### src/rtl/pipeline_pkg.sv
// Shared constants, instruction field positions and issuer state type for the
// 5-stage Pipeline core front end.
package pipeline_pkg;

    localparam int unsigned INSTR_W = 32;
    localparam logic [INSTR_W-1:0] NOP = 32'h0;

    localparam int unsigned OPC_MSB = 31;
    localparam int unsigned OPC_LSB = 26;
    localparam int unsigned RD_MSB  = 25;
    localparam int unsigned RD_LSB  = 21;
    localparam int unsigned RS_MSB  = 20;
    localparam int unsigned RS_LSB  = 16;
    localparam int unsigned RT_MSB  = 15;
    localparam int unsigned RT_LSB  = 11;
    localparam int unsigned IMM_MSB = 15;
    localparam int unsigned IMM_LSB = 0;

    typedef enum logic [1:0] {
        IDLE,
        ISSUE,
        DRAIN,
        DONE
    } issue_state_e;

    function automatic logic [OPC_MSB-OPC_LSB:0] instr_opcode(input logic [INSTR_W-1:0] instr);
        return instr[OPC_MSB:OPC_LSB];
    endfunction

endpackage

### src/rtl/issue_tag_delay.sv
// Fixed-depth shift line of {valid, index} tags that tracks issued instructions
// through the core so each result can be matched to its program index.
module issue_tag_delay
    import pipeline_pkg::*;
#(
    parameter int unsigned Depth = 3,
    parameter int unsigned IdxW  = 3
) (
    input  logic            clk_i,
    input  logic            rst_ni,
    input  logic            valid_i,
    input  logic [IdxW-1:0] index_i,
    output logic            valid_o,
    output logic [IdxW-1:0] index_o,
    output logic            empty_o
);

    logic [Depth-1:0] valid_q;
    logic [IdxW-1:0]  index_q [Depth];

    always_ff @(posedge clk_i) begin
        if (!rst_ni) begin
            valid_q <= '0;
            for (int i = 0; i < int'(Depth); i++) begin
                index_q[i] <= '0;
            end
        end else begin
            valid_q[0] <= valid_i;
            index_q[0] <= index_i;
            for (int i = 1; i < int'(Depth); i++) begin
                valid_q[i] <= valid_q[i-1];
                index_q[i] <= index_q[i-1];
            end
        end
    end

    assign valid_o = valid_q[Depth-1];
    assign index_o = index_q[Depth-1];
    assign empty_o = ~|valid_q;

endmodule

### src/rtl/instr_issuer.sv
// Buffers a short program, presents each word to the core for ISSUE_GAP cycles and
// captures the core result PIPE_LAT cycles later, tagged with its program index.
module instr_issuer
    import pipeline_pkg::*;
#(
    parameter int unsigned DEPTH     = 8,
    parameter int unsigned ISSUE_GAP = 3,
    parameter int unsigned PIPE_LAT  = 3
) (
    input  logic                     clk,
    input  logic                     rst,
    input  logic                     load_valid,
    input  logic [INSTR_W-1:0]       load_instr,
    output logic                     load_ready,
    input  logic                     start,
    output logic                     busy,
    output logic                     done,
    output logic [INSTR_W-1:0]       instr_out,
    input  logic [INSTR_W-1:0]       pipe_result,
    output logic                     res_valid,
    output logic [INSTR_W-1:0]       res_data,
    output logic [$clog2(DEPTH)-1:0] res_index
);

    localparam int unsigned IdxW = $clog2(DEPTH);
    localparam int unsigned CntW = IdxW + 1;
    localparam int unsigned GapW = (ISSUE_GAP > 1) ? $clog2(ISSUE_GAP) : 1;

    issue_state_e state_q, state_d;

    logic [INSTR_W-1:0] buf_q [DEPTH];
    logic [IdxW-1:0]    wr_ptr_q, wr_ptr_d;
    logic [IdxW-1:0]    rd_ptr_q, rd_ptr_d;
    logic [CntW-1:0]    count_q, count_d;
    logic [GapW-1:0]    gap_q, gap_d;
    logic               first_q, first_d;
    logic [INSTR_W-1:0] instr_q, instr_d;
    logic               load_ready_q, load_ready_d;
    logic               res_valid_q;
    logic [INSTR_W-1:0] res_data_q;
    logic [IdxW-1:0]    res_index_q;

    logic            load_acc;
    logic            start_go;
    logic            gap_end;
    logic            last_entry;
    logic [IdxW-1:0] rd_next;
    logic            tag_valid;
    logic [IdxW-1:0] tag_index;
    logic            tag_empty;

    assign load_acc   = load_valid && load_ready_q && (state_q == IDLE);
    // A word accepted on the start edge still belongs to the program.
    assign start_go   = start && (state_q == IDLE) && ((count_q != '0) || load_acc);
    assign gap_end    = (gap_q == GapW'(ISSUE_GAP - 1));
    assign last_entry = (({1'b0, rd_ptr_q} + CntW'(1)) == count_q);
    assign rd_next    = rd_ptr_q + IdxW'(1);

    always_ff @(posedge clk) begin
        if (!rst) begin
            state_q <= IDLE;
        end else begin
            state_q <= state_d;
        end
    end

    always_comb begin
        state_d = state_q;
        unique case (state_q)
            IDLE:    if (start_go) state_d = ISSUE;
            ISSUE:   if (gap_end && last_entry) state_d = DRAIN;
            DRAIN:   if (tag_empty) state_d = DONE;
            DONE:    state_d = IDLE;
            default: state_d = IDLE;
        endcase
    end

    always_comb begin
        busy = (state_q == ISSUE) || (state_q == DRAIN);
        done = (state_q == DONE);
    end

    always_comb begin
        wr_ptr_d = wr_ptr_q;
        rd_ptr_d = rd_ptr_q;
        count_d  = count_q;
        gap_d    = gap_q;
        first_d  = 1'b0;
        instr_d  = instr_q;
        if (load_acc) begin
            wr_ptr_d = wr_ptr_q + IdxW'(1);
            count_d  = count_q + CntW'(1);
        end
        unique case (state_q)
            IDLE: begin
                if (start_go) begin
                    rd_ptr_d = '0;
                    gap_d    = '0;
                    first_d  = 1'b1;
                    instr_d  = (count_q == '0) ? load_instr : buf_q[0];
                end
            end
            ISSUE: begin
                if (gap_end) begin
                    gap_d = '0;
                    if (last_entry) begin
                        instr_d = NOP;
                    end else begin
                        rd_ptr_d = rd_next;
                        instr_d  = buf_q[rd_next];
                        first_d  = 1'b1;
                    end
                end else begin
                    gap_d = gap_q + GapW'(1);
                end
            end
            DRAIN: instr_d = NOP;
            DONE: begin
                wr_ptr_d = '0;
                rd_ptr_d = '0;
                count_d  = '0;
            end
            default: ;
        endcase
        load_ready_d = (state_d == IDLE) && (count_d < CntW'(DEPTH));
    end

    always_ff @(posedge clk) begin
        if (load_acc) begin
            buf_q[wr_ptr_q] <= load_instr;
        end
    end

    always_ff @(posedge clk) begin
        if (!rst) begin
            wr_ptr_q     <= '0;
            rd_ptr_q     <= '0;
            count_q      <= '0;
            gap_q        <= '0;
            first_q      <= 1'b0;
            instr_q      <= NOP;
            load_ready_q <= 1'b0;
            res_valid_q  <= 1'b0;
            res_data_q   <= '0;
            res_index_q  <= '0;
        end else begin
            wr_ptr_q     <= wr_ptr_d;
            rd_ptr_q     <= rd_ptr_d;
            count_q      <= count_d;
            gap_q        <= gap_d;
            first_q      <= first_d;
            instr_q      <= instr_d;
            load_ready_q <= load_ready_d;
            res_valid_q  <= tag_valid;
            if (tag_valid) begin
                res_data_q  <= pipe_result;
                res_index_q <= tag_index;
            end
        end
    end

    // Tag enters on the first cycle an instruction is on the bus.
    issue_tag_delay #(
        .Depth (PIPE_LAT),
        .IdxW  (IdxW)
    ) u_tag_delay (
        .clk_i   (clk),
        .rst_ni  (rst),
        .valid_i (first_q),
        .index_i (rd_ptr_q),
        .valid_o (tag_valid),
        .index_o (tag_index),
        .empty_o (tag_empty)
    );

    assign load_ready = load_ready_q;
    assign instr_out  = instr_q;
    assign res_valid  = res_valid_q;
    assign res_data   = res_data_q;
    assign res_index  = res_index_q;

endmodule
### config.mk
export PLATFORM = sky130hd
export DESIGN_NAME = instr_issuer
export DESIGN_NICKNAME = d
export VERILOG_FILES = /design/src/rtl/pipeline_pkg.sv /design/src/rtl/issue_tag_delay.sv /design/src/rtl/instr_issuer.sv
export SDC_FILE = /design/constraint.sdc
export NUM_CORES = 1
export LEC_CHECK = 0
export BUFFER_PORTS_ARGS = -buffer_cell sky130_fd_sc_hd__buf_4
export CAP_MARGIN = 30
export CORE_MARGIN = 3
export CORE_UTILIZATION = 50
export CTS_CLUSTER_DIAMETER = 100
export DETAILED_ROUTE_END_ITERATION = 6
export HOLD_SLACK_MARGIN = 0.1
export PLACE_DENSITY = 0.69
export REMOVE_ABC_BUFFERS = 1
export SLEW_MARGIN = 20
export SYNTH_ARGS = -nofsm -noshare
export SYNTH_HDL_FRONTEND = slang
export SYNTH_SLANG_ARGS = --single-unit
### constraint.sdc
create_clock -name clk -period 6.8 [get_ports clk]
set_input_delay 1.02 -clock clk [delete_from_list [all_inputs] [get_ports clk]]
set_output_delay 1.02 -clock clk [all_outputs]
set_load 0.02 [all_outputs]
# Yosys cells after proc, flatten, opt, wreduce, memory -nomap -nowiden
# Memory sizes are Yosys's and may differ from the RTL's. A register that Yosys moved wholly into a read port is not among the register bits.
# Cells that the tools add are included.
dict set report totals {
  ram_bits 265
  out_inout_bits 71
  elab_cells 81
  inputBits 68
  ff_bits 84
  memories 2
}
# memory words word_bits read_ports rd_clocked_by_memory_dff wr line_no
set memory_table {}
lappend memory_table {buf_q 8 32 2 0 1 instr_issuer.sv:31} ;# logic [INSTR_W-1:0] buf_q [DEPTH];
lappend memory_table {u_tag_delay.index_q 3 3 3 1 3 issue_tag_delay.sv:19} ;# logic [IdxW-1:0] index_q [Depth];
dict set report op_classes {
  n_addsub 5
  bitwise_logic 4
  reduce_logical 21
  n_mux 29
  n_eq_ne 8
  order_cmp 1
}
# operator count
set ops {}
lappend ops {{two-way mux 32 bit} 4}
lappend ops {{one-hot mux 32 bit (3 select lines)} 1}
lappend ops {{two-way mux 3 bit} 6}
lappend ops {{two-way mux 2 bit} 5}
lappend ops {{one-hot mux 3 bit (3 select lines)} 1}
lappend ops {{two-way mux 4 bit} 2}
lappend ops {{one-hot mux 2 bit (4 select lines)} 1}
lappend ops {{two-way mux 1 bit} 7}
lappend ops {{adder 3 x 1 -> 3 bit (second input constant)} 2}
lappend ops {{equality test 2 bit (second input constant)} 3}
lappend ops {{logical AND 1 bit} 6}
lappend ops {{!= test 2 bit (second input constant)} 3}
lappend ops {{nonzero test 3 bit} 2}
lappend ops {{adder 3 x 1 -> 4 bit (second input constant)} 1}
lappend ops {{adder 4 x 1 -> 4 bit (second input constant)} 1}
lappend ops {{equality test 4 bit} 1}
lappend ops {{logical NOT 2 bit} 2}
lappend ops {{logical NOT 4 bit} 1}
lappend ops {{< comparator 4 bit (second input constant)} 1}
lappend ops {{one-hot mux 2 bit (2 select lines)} 1}
lappend ops {{AND reduction 4 bit} 1}
lappend ops {{nonzero test 4 bit} 1}
lappend ops {{OR 1 bit} 3}
lappend ops {{AND reduction 3 bit} 1}
lappend ops {{10 further kinds} 11}

# Logic depth before layout (Yosys ltp)
dict set report logic_depth {
  ltp_word 8
  depth_mapped 9
  mapped_depth_nobuf 7
}

# Hierarchy
# From an unflattened synthesis, not the netlist that was laid out.
dict set report unflattened {
  cells_unflattened 896
  area_unflattened_um2 14074.7
}
# mod seq_area_each_um2 cells_each area_each_um2 n_inst
set modules_own_cells {}
lappend modules_own_cells {instr_issuer 9369.0 867 13710.6 1}
lappend modules_own_cells {issue_tag_delay 240.2 29 364.1 1}

# Least setup slack after synthesis
# Ideal clock, no wire load.
dict set report synth_path {
  path_type {input to register}
  from {input load_valid}
  to {memory buf_q[2][0] (enable)}
  setup_ns 0.513
  required_time_ns 6.287
  n_path_buf 0
  arrival_time_ns 4.602
  slack_ns 1.686
  cell_stages 2
  cell_sequence {nand3_1 > nor4b_1}
}
dict set report synth_between {
  elab_chain_cells 4
}
# item line_no
set synth_lines {}
lappend synth_lines {{start, declared} instr_issuer.sv:12} ;# input logic load_valid,
lappend synth_lines {{logical AND 1 bit (2 in series)} instr_issuer.sv:52} ;# assign load_acc = load_valid && load_ready_q && (state_q == IDLE);
lappend synth_lines {{two-way mux 1 bit} instr_issuer.sv:129} ;# if (load_acc) begin
lappend synth_lines {{two-way mux 1 bit (not written as such)} instr_issuer.sv:130} ;# buf_q[wr_ptr_q] <= load_instr;
lappend synth_lines {{end, declared} instr_issuer.sv:31}
# Every way passes these cells.

# Worst setup path in the final report
dict set report layout_path {
  from {register count_q[0]}
  to {register instr_q[19], in the netlist instr_out[19]}
}
dict set report layout_between {
  elab_chain_cells 5
  elab_cells_between_ends 12
  cone_classes {eq/ne: 2; mux: 5; reduce/logical: 5}
}
# item line_no
set layout_lines {}
lappend layout_lines {{start, declared} instr_issuer.sv:34} ;# logic [CntW-1:0] count_q, count_d;
lappend layout_lines {{start signal, assigned} instr_issuer.sv:149} ;# count_q <= count_d;
lappend layout_lines {{branches (longest 5 deep; another with two-way mux 32 bit)} --}
lappend layout_lines {{end signal, assigned} instr_issuer.sv:152} ;# instr_q <= instr_d;
lappend layout_lines {{end, declared} instr_issuer.sv:37} ;# logic [INSTR_W-1:0] instr_q, instr_d;
# Several ways; the timed one is not identified. The select of a mux whose other input is x is not followed.
# A chain may end at the register's enable or synchronous reset.

==> run summary <==
via count -> 7,482
P_int -> 0.003880 W
fmax -> 0.3163 GHz
Mapped Cells -> 785
most common cell after layout, fill and taps aside -> edfxtp_1
IO Count -> 139
drt total wl -> 28,140 um
first-pass GRT wire length -> 42,730 um
RSZ-0062 raised after global routing -> no
most used cell, CP -> buf_4
Worst Tran Pin Value -> 0.8754 ns
Layout Skew -> 0.01401 ns
async set-reset flop share out of synthesis -> 0
Num Clock Sinks -> 352
combinational power share -> 0.144
VDD IR max -> 251.4 uV
power consumption -> 0.005154 W
Period Utilization, post-route -> 0.4649
share of the synthesized area in the top cell type -> 0.5638
Leak Pwr -> 5.451 nW
EDFF count, synth -> 256
Post-DRT Antenna Nets -> 0
DRC viols -> 0
Unique masters post-synth -> 48
Rows -> 59
share of cells above drive strength 1 -> 0.2990
CP Max Fanout -> 35
number of synthesized register bits -> 352
Resize count post-CTS -> 0
Chip Width -> 171.1 um
vias in the first global route -> 7,491
# Max-Cap Violations -> 0
Relative slew margins -> 0.4164
Largest stage delay, worst path -> 0.62 ns
# diodes -> 0
CP cell instances -> inv_1 -> ha_1 -> or3b_2 -> buf_4 -> o221ai_4 -> nor2_1 -> nand4_2 -> buf_4 -> o221ai_1
chip height -> 171.1 um
hold crit path type -> reg -> reg
Post-Syn Area -> 13,630 um^2
required time of the critical path -> 7.23 ns
Hold Fails Final Rpt -> 0
dominant cell type by area after synthesis -> edfxtp_1
Tmin final -> 3.161 ns
initial antenna violation count -> 0
routed length on met1 -> 12,240 um
total global-route track usage -> 0.1907
clock power share -> 0.370
met3 routed WL -> 2043 um
Sw Share -> 0.2471
Top Metal Used -> met4
clock slew at reported path FFs -> 0.06 ns
average cell area after synthesis -> 17.37 um^2
nature of the critical path endpoint -> flip-flop
Sequential Power Share -> 0.486
Port Buffer Count -> 138
most frequent cells in the layout -> edfxtp_1 (256), buf_4 (153), mux2i_1 (99)
via-per-instance ratio -> 5.778
Die ar. -> 29,290 um^2
setup TNS -> 0 ns
drt first pass iters -> 5
fill count -> 1,954
fin nets -> 1,009
slowest cell on the critical path -> buf_4
GP Congestion -> 0.7625
DRT iter0 DRCs -> 525
Initial Util -> 0.5159
grt ovf -> 0
Root Buffer -> clkbuf_16
Worst-Skew Late Latency -> 0.52 ns
DR WL/cell -> 21.73 um
buffers and inverters on the worst path -> 3
Setup Buffers After CTS -> 0
htree depth -> 2
Core Area -> 26,430 um^2
hold buffer count at cts -> 0
Top Family by Delay on Critical Path -> buffers and inverters
yosys warns -> 0
dpl hpwl -> 15,350 um
register area share after synthesis -> 0.7048
kind of critical path -> reg -> reg
largest net degree at the start of global routing -> 51
endpoints failing setup -> 0
Area Growth Syn to Fin -> 19.07%
Synth Flop Type -> edfxtp_1
pwr/cell area -> 317.5 nW/um^2
Critical Path AT -> 3.59 ns
max-slew violation count -> 0
clock buffer depth -> 3
synth top area cells -> edfxtp_1 (56%), dfxtp_1 (14%), mux4_2 (11%)
NetSw -> 0.001274 W
CTS Buf Count -> 36
wire length on met2 -> 13,330 um
crit path launch type -> flip-flop
TritonCTS clock tree -> yes
outcome -> complete, no violations
flip-flops by register name, indices dropped and copies added (netlist names):
signal / flops
buf_q: 256
instr_out: 32
res_data: 32
u_tag_delay.index_q: 9
count_q: 4
rd_ptr_q: 3
res_index: 3
u_tag_delay.valid_q: 3
wr_ptr_q: 3
gap_q: 2
state_q: 2
first_q: 1
load_ready: 1
res_valid: 1
path summary, 6_finish.rpt:
| kind | startpoint | to | slack (ns) | depth (start not counted) |
|---|---|---|---|---|
| setup / recovery | count_q[0]$_SDFFE_PP0P_ | instr_out[19]$_SDFFE_PN0P_ | 3.64 | 9 |
| hold reg to reg | u_tag_delay.index_q[0][0]$_SDFF_PN0_ | u_tag_delay.index_q[1][0]$_SDFF_PN0_ | 0.43 | 1 |
| setup reg to reg | count_q[0]$_SDFFE_PP0P_ | instr_out[19]$_SDFFE_PN0P_ | 3.64 | 9 |
| hold / removal | u_tag_delay.index_q[0][0]$_SDFF_PN0_ | u_tag_delay.index_q[1][0]$_SDFF_PN0_ | 0.43 | 1 |
power by group through the flow:
stage                     Sequential, W  Clock, W  Combinational [W]
after global placement          0.00255         0           0.000736
after detailed placement        0.00255         0           0.000749
after floorplan                 0.00261         0           0.000400
after CTS                       0.00251   0.00195           0.000751
final                           0.00251   0.00191           0.000743
after global routing            0.00252   0.00204           0.000797
synth_stat cells (all sizes together), types with 3 or more instances:
| library cell | n |
|---|---|
| a21oi | 6 |
| nand4 | 4 |
| mux2i | 99 |
| nand3 | 3 |
| nor3 | 4 |
| edfxtp | 256 |
| dfxtp | 96 |
| and3 | 4 |
| ha | 9 |
| o221ai | 33 |
| clkbuf | 11 |
| o21ai | 4 |
| mux4 | 64 |
| xor2 | 6 |
| nand2 | 47 |
| inv | 6 |
| and2 | 13 |
| nor2 | 51 |
| a211oi | 3 |
| nand2b | 3 |
| buf | 35 |
layer usage:
| metal | up-vias | global-route usage |
|---|---|---|
| met4 | 0 | 0.05108 |
| li1 | 3379 | - |
| met3 | 46 | 0.04298 |
| met1 | 3813 | 0.2665 |
| met5 | - | 0 |
| met2 | 244 | 0.3070 |
through the flow:
step	worst slack (ns)	area, um^2	utilization	instances	hold slack, ns
finish	3.639	16230	0.6143	1295	0.4299
global route	3.475	16230	0.6143	1295	0.4509
CTS	3.642	16230	0.6143	1295	0.4314
detailed placement	3.629	15090	0.5711	1229	0.4202
global placement	3.768	15050	0.5693	1227	0.4135
floorplan	0.9950	13400	-	739	0.4118
logic make-up (layout without fill, tap and decap cells):
logic type	Yosys count	in the layout	synth area share
flip-flops	352	352	0.7048
multiplexers	163	163	0.1784
AND/OR/NAND/NOR	139	139	0.04644
AO/OA/AOI/OAI	61	61	0.03763
buffers and inverters	53	228	0.01936
adder cells (fa/ha/maj)	9	9	0.008259
XOR/XNOR	8	8	0.005139
layout make-up:
type	instances	area, um^2	share of cell area
multi-input combinational	380	3837	0.2364
inverter	7	26.28	0.001618
clock buffer	50	984.7	0.06066
clock inverter	16	156.4	0.009634
timing repair buffer	155	1196	0.07368
tap	335	419.2	0.02582
sequential	352	9614	0.5922
No activity file was read; power rests on OpenSTA's default activity.
